$ cat config.mk
export PLATFORM = sky130hd
export DESIGN_NAME = contador_param
export DESIGN_NICKNAME = d
export VERILOG_FILES = /design/src/rtl/contador_pkg.sv /design/src/rtl/contador_nxt.sv /design/src/rtl/contador_param.sv
export SDC_FILE = /design/constraint.sdc
export NUM_CORES = 1
export LEC_CHECK = 0
export CORE_AREA = 2 2 39 41
export CTS_BUF_LIST = sky130_fd_sc_hd__clkbuf_4 sky130_fd_sc_hd__clkbuf_8
export DETAILED_ROUTE_END_ITERATION = 7
export DIE_AREA = 0 0 41 43
export PLACE_DENSITY = 0.66
export RECOVER_POWER = 50
export SETUP_SLACK_MARGIN = 0.3
export SLEW_MARGIN = 5
export SYNTH_ARGS = -nofsm -noshare
export SYNTH_HDL_FRONTEND = slang
export SYNTH_HIERARCHICAL = 1
export SYNTH_SLANG_ARGS = --single-unit
$ cat constraint.sdc
create_clock -name clk -period 1.8 [get_ports clk]
set_clock_uncertainty 0.05 [all_clocks]
set_input_delay 0.27 -clock clk [delete_from_list [all_inputs] [get_ports clk]]
set_output_delay 0.27 -clock clk [all_outputs]
set_load 0.1 [all_outputs]
$ cat src/rtl/contador_pkg.sv
// Shared definitions for the contador counter family: operation encodings and the modo type.
package contador_pkg;

    typedef enum logic [1:0] {
        MODO_UP   = 2'b00,
        MODO_DOWN = 2'b01,
        MODO_STEP = 2'b10,
        MODO_LOAD = 2'b11
    } modo_t;

endpackage

$ cat src/rtl/contador_nxt.sv
// Combinational next-count and carry/borrow event generator for contador_param.
// The same event feeds both the registered RCO and the combinational cascade carry-out.
module contador_nxt
    import contador_pkg::*;
#(
    parameter int unsigned WIDTH = 4,
    parameter int unsigned STEP  = 3,
    parameter bit          SAT   = 1'b0
) (
    input  logic [WIDTH-1:0] q_i,
    input  logic [1:0]       modo_i,
    input  logic [WIDTH-1:0] d_i,
    input  logic             adv_i,
    output logic [WIDTH-1:0] q_nxt_o,
    output logic             evt_o
);

    if (WIDTH < 2) begin : g_bad_width
        $error("contador_nxt: WIDTH must be at least 2");
    end
    if ((STEP < 1) || (STEP >= (1 << WIDTH))) begin : g_bad_step
        $error("contador_nxt: STEP must satisfy 1 <= STEP < 2**WIDTH");
    end

    localparam logic [WIDTH:0] ONE_W  = (WIDTH+1)'(1);
    localparam logic [WIDTH:0] STEP_W = (WIDTH+1)'(STEP);

    modo_t          modo;
    logic [WIDTH:0] sum;

    assign modo = modo_t'(modo_i);

    // One extra bit so the carry (up) or borrow (down) lands in sum[WIDTH].
    always_comb begin
        sum = {1'b0, q_i};
        case (modo)
            MODO_UP:   sum = {1'b0, q_i} + ONE_W;
            MODO_DOWN: sum = {1'b0, q_i} - ONE_W;
            MODO_STEP: sum = {1'b0, q_i} + STEP_W;
            default:   sum = {1'b0, q_i};
        endcase
    end

    always_comb begin
        q_nxt_o = q_i;
        evt_o   = 1'b0;
        if (modo == MODO_LOAD) begin
            q_nxt_o = d_i;
        end else if (adv_i) begin
            evt_o = sum[WIDTH];
            if (SAT && sum[WIDTH]) begin
                q_nxt_o = (modo == MODO_DOWN) ? '0 : '1;
            end else begin
                q_nxt_o = sum[WIDTH-1:0];
            end
        end
    end

endmodule

$ cat src/rtl/contador_param.sv
// Parametrised up/down/step/load counter with synchronous ci/co cascade chain.
// Holds only the count/RCO registers; the arithmetic lives in contador_nxt.
module contador_param
    import contador_pkg::*;
#(
    parameter int unsigned WIDTH = 4,
    parameter int unsigned STEP  = 3,
    parameter bit          SAT   = 1'b0
) (
    input  logic             clk,
    input  logic             rst_n,
    input  logic             enb,
    input  logic             ci,
    input  logic [1:0]       modo,
    input  logic [WIDTH-1:0] D,
    output logic [WIDTH-1:0] Q,
    output logic             RCO,
    output logic             co
);

    logic [WIDTH-1:0] q_q;
    logic [WIDTH-1:0] q_d;
    logic             rco_q;
    logic             evt;
    logic             adv;

    assign adv = enb & ci;

    contador_nxt #(
        .WIDTH (WIDTH),
        .STEP  (STEP),
        .SAT   (SAT)
    ) u_nxt (
        .q_i     (q_q),
        .modo_i  (modo),
        .d_i     (D),
        .adv_i   (adv),
        .q_nxt_o (q_d),
        .evt_o   (evt)
    );

    always_ff @(posedge clk or negedge rst_n) begin
        if (!rst_n) begin
            q_q   <= '0;
            rco_q <= 1'b0;
        end else if (enb) begin
            q_q   <= q_d;
            rco_q <= evt;
        end else begin
            rco_q <= 1'b0;
        end
    end

    // Carry-out must ripple combinationally through the whole chain within one cycle.
    assign co  = adv & (modo != MODO_LOAD) & evt;
    assign Q   = q_q;
    assign RCO = rco_q;

endmodule
# After elaboration in Yosys (flattened, before gate mapping)
# Cells that the tools add are included.
# word_totals
regBits	5
output_inout_bits	6
in_bits	10
wordCells	22
# classes
add_sub_neg	3
bitwise_logic	3
reduce_logical	4
eq_ne	4
muxes	6
# ops
cell	n
one-hot mux 5 bit (3 select lines)	1
two-way mux 4 bit	2
adder 4 x 1 -> 5 bit (second input constant)	1
adder 4 x 2 -> 5 bit (second input constant)	1
subtractor 4 x 1 -> 5 bit (second input constant)	1
== test 2 bit (second input constant)	2
nonzero test 4 bit	1
AND 1 bit	3
two-way mux 1 bit	3
AND reduction 3 bit	1
== test 2 x 1 -> 1 bit (second input constant)	1
logical NOT 2 bit	1
!= test 2 bit (second input constant)	1
nonzero test 2 bit	1

# Depth between registers and ports, before layout
# logic_depth
ltp_word	5
ltp_mapped	9

# Hierarchy
# The synthesis kept the hierarchy.
# modules_own_cells
module	area_each_um2	instances	cells_per_inst
contador_nxt	262.8	1	38
contador_param	196.4	1	13

# Worst setup path before layout
# No wires, ideal clock.
# synth_timing
path_kind	register -> output
from	register q_q[0], in the netlist Q[0]
to	output co
t_arrival_ps	2900
stages_incl_launch_ff	7
required_time_ps	1480
setup_slack_ps	-1420
path_buffers	0
cell_sequence	dfrtp_1 > inv_1 > fa_1 > o21ai_0 > a32oi_1 > nor3b_1 > and3_1
# synth_between
elab_chain_len	5
elab_cells_between_ends	7
# synth_rtl
item	line	rtl
start, declared	contador_param.sv:21	logic [WIDTH-1:0] q_q;
start signal, assigned	contador_param.sv:47	q_q <= q_d;
adder 4 x 2 -> 5 bit, or another cell as far along	contador_nxt.sv:39	MODO_STEP: sum = {1'b0, q_i} + STEP_W;
one-hot mux 5 bit (3 select lines) (*)	contador_nxt.sv:36	case (modo)
two-way mux 1 bit (*)	contador_nxt.sv:49	end else if (adv_i) begin
two-way mux 1 bit (*)	contador_nxt.sv:47	if (modo == MODO_LOAD) begin
via evt	contador_param.sv:24	logic evt;
AND 1 bit (*)	contador_param.sv:55	assign co = adv & (modo != MODO_LOAD) & evt;
end, declared	contador_param.sv:18	output logic co
# Mark *: on every way through the listed nets, which the timed path passes. The rest lies on a longest branch.

# Worst setup path in the final report
# layout_timing
from	register q_q[1], in the netlist Q[1]
to	output co
# The elaborated chain is that of the path after synthesis.

==> impl_metrics.tcl <==
set metrics [dict create \
    status "finished, violations left" \
    violations "negative setup slack" \
    ir_drop_mv 1.02 \
    ioPinCount 16 \
    period_minus_slack_ns 2.36 \
    syn_inst 51 \
    reg2reg_from "Q[1]" \
    cts_made_buffers 3 \
    rr_worst_depth 8 \
    p_int_uw 854 \
    cts_root_buffer "clkbuf_4" \
    finish.utilization 0.698 \
    clockBufferDepth 2 \
    holdBufCountCts 0 \
    grt_pass1_wl_mm 2.12 \
    ys_warn_count 6 \
    hold_viol 0 \
    vias_per_cell 4.85 \
    setup_slack_ns -0.561 \
    tightest_slew_ns 0.537 \
    clock_latency_ns 0.24 \
    drt_wl_total_mm 1.50 \
    cp.required_ns 1.48 \
    fp.dieH_um 43 \
    synth_nets 66 \
    drive_above_1_share 0.678 \
    rows 14 \
    min_period_over_period 1.31 \
    synth_top_area_frac 0.272 \
    grt_overflow_total 0 \
    critPathCaptureType "output port" \
    die_width_um 41 \
    htreeDepth 1 \
    regToRegSetupSlack_ns -0.38 \
    die_area_um2 1760 \
    yosys.area.top_type "dfrtp_1" \
    power.total_mw 1.60 \
    final.setup.tns_ns -1.29 \
    yosysUniqueCellTypes 21 \
    slew_viol_final 0 \
    grt_max_degree 9 \
    core_area_um2 1380 \
    initial_core_util 0.332 \
    route.vias.total 500 \
    grt_usage 0.186 \
    synth_seq_area_share 0.272 \
    r2r_end "Q[3]" \
    wire_per_inst_um 14.5 \
    grt_pass1_vias 507 \
    drtIter0Drc 4 \
    p_sw_uw 745 \
    max_freq_mhz 424 \
    io_buffers 15 \
    antenna_found_initial 0 \
    crit_type "flop to output port" \
    swShare 0.466 \
    tritoncts "yes" \
    cts_sinks 5 \
    clk_pin_slew_ns 0.04 \
    crit_arrival_ns 2.04 \
    area_growth_pct 110 \
    diodes 0 \
    ys_ff_latch 5 \
    grt_setup_unrepaired "yes" \
    hp-class "input port to async pin" \
    max_slew_margin 0.643 \
    cellPowerDensity_nw_per_um2 1660 \
    drtPass1Iterations 2 \
    crit_path_max_fanout 2 \
    finalSetupViolCount 4 \
    gp_congestion 0.710 \
    seqPwrFrac 0.149 \
    netlist_area_um2 459 \
    dpl.hpwl_um 937 \
    start_kind "flop" \
    synthTopCellsByArea "dfrtp_1 (27%), mux2_2 (12%), ha_1 (11%)" \
    p_clk_frac 0.090 \
    num-fill-cells 104 \
    power_frac_comb 0.761 \
    drc 0 \
    antenna_left 0 \
    fin_nets 103 \
    cap_violations 0 \
    avgSynthCellArea_um2 9.00 \
    leakage_nw 0.429 \
]
## layout by cell type (no fill, tap or decap), drive strengths merged
| master | Yosys | layout |
|---|---|---|
| a21oi | 1 | 1 |
| a32oi | 1 | 1 |
| buf | 0 | 24 |
| and3 | 1 | 1 |
| mux2 | 5 | 5 |
| nor2 | 1 | 1 |
| nand2b | 2 | 2 |
| o31a | 2 | 2 |
| dfrtp | 5 | 5 |
| nor3b | 1 | 1 |
| xnor2 | 3 | 3 |
| fa | 1 | 1 |
| ha | 4 | 4 |
| nand3 | 1 | 1 |
| dlygate4sd3 | 0 | 1 |
| o22ai | 1 | 1 |
| inv | 5 | 5 |
| clkdlybuf4s15 | 0 | 1 |
| and2 | 3 | 3 |
| clkdlybuf4s50 | 0 | 6 |
| clkbuf | 1 | 5 |
| o21ai | 6 | 6 |
| nand2 | 6 | 6 |
| nor4 | 1 | 1 |
## cells in the mapped netlist (all sizes together)
master and instances:
a21oi 1, a32oi 1, and2 3, and3 1, clkbuf 1, dfrtp 5, fa 1, ha 4
inv 5, mux2 5, nand2 6, nand2b 2, nand3 1, nor2 1, nor3b 1, nor4 1
o21ai 6, o22ai 1, o31a 2, xnor2 3
## sequential cells by signal, indices dropped and copies added, names as in the netlist
signal / flops
Q: 4
RCO: 1
## power groups by stage
stage | sequential (mW) | clock [mW] | combinational (mW)
finish | 0.238 | 0.144 | 1.22
global route | 0.247 | 0.162 | 1.27
CTS | 0.222 | 0.153 | 0.990
detailed placement | 0.225 | 0 | 0.909
global placement | 0.223 | 0 | 0.891
floorplan | 0.528 | 0 | 0.247
## critical path: stages, from the launching register on
cell      delay (ns)
dfrtp_4         0.49
inv_4           0.07
fa_2            0.22
buf_6           0.11
nand2b_4        0.05
o22ai_2         0.12
a32oi_2         0.08
nor3b_2         0.26
and3_4          0.23
buf_12          0.17
## how the worst max path moves through the flow
| stage | startpoint | endpoint | slack (ns) | depth (start not counted) |
|---|---|---|---|---|
| 6_report | Q[1] | co | -0.56 | 9 |
| 4_1_cts | Q[0] | co | -0.50 | 7 |
| 3_5_place_dp | modo[1] | co | -1.06 | 9 |
| 3_3_place_gp | modo[1] | co | -0.96 | 9 |
| 2_1_floorplan | Q[1] | co | -0.47 | 6 |
| 5_1_grt | Q[1] | co | -0.67 | 9 |
## kinds of logic (layout without fill, tap and decap cells)
| kind of cell | count (synthesis) | count (layout) | synth area share |
|---|---|---|---|
| AND/OR/NAND/NOR | 16 | 16 | 0.199 |
| AO/OA/AOI/OAI | 11 | 11 | 0.147 |
| buffers and inverters | 6 | 42 | 0.0490 |
| adder cells (fa/ha/maj) | 5 | 5 | 0.153 |
| multiplexers | 5 | 5 | 0.123 |
| flip-flops | 5 | 5 | 0.272 |
| XOR/XNOR | 3 | 3 | 0.0572 |
## stage by stage
stage	instances	hold slack, ns	area, µm²	setup slack (ns)
floorplan	51	-0.0756	475	-0.467
global placement	93	0.461	792	-0.959
detailed placement	93	0.462	792	-1.06
CTS	101	0.195	887	-0.497
global route	103	0.274	966	-0.665
finish	103	0.270	966	-0.561
## metal layers
layer | share of wire | track usage
met5 | 0 | 0
met2 | 0.54 | 0.316
met4 | 0.031 | 0.107
met1 | 0.40 | 0.202
met3 | 0.024 | 0.0314
## final cells by class
type                            count  area, µm²  share of cell area
Multi-Input combinational cell     40        420               0.435
Tap cell                           16       20.0              0.0207
Inverter                            5       23.8              0.0246
Timing Repair Buffer               33        338               0.350
Clock buffer                        4       30.0              0.0311
Sequential cell                     5        134               0.139
## repair_timing
action | CTS | global route
gates resized for setup | 15 | 18
setup endpoints to repair | 6 | 6
buffers inserted | 4 | 2
endpoints found under the hold margin | 0 | 0
pin swaps | 5 | 14
Power figures use the tool's default switching activity.
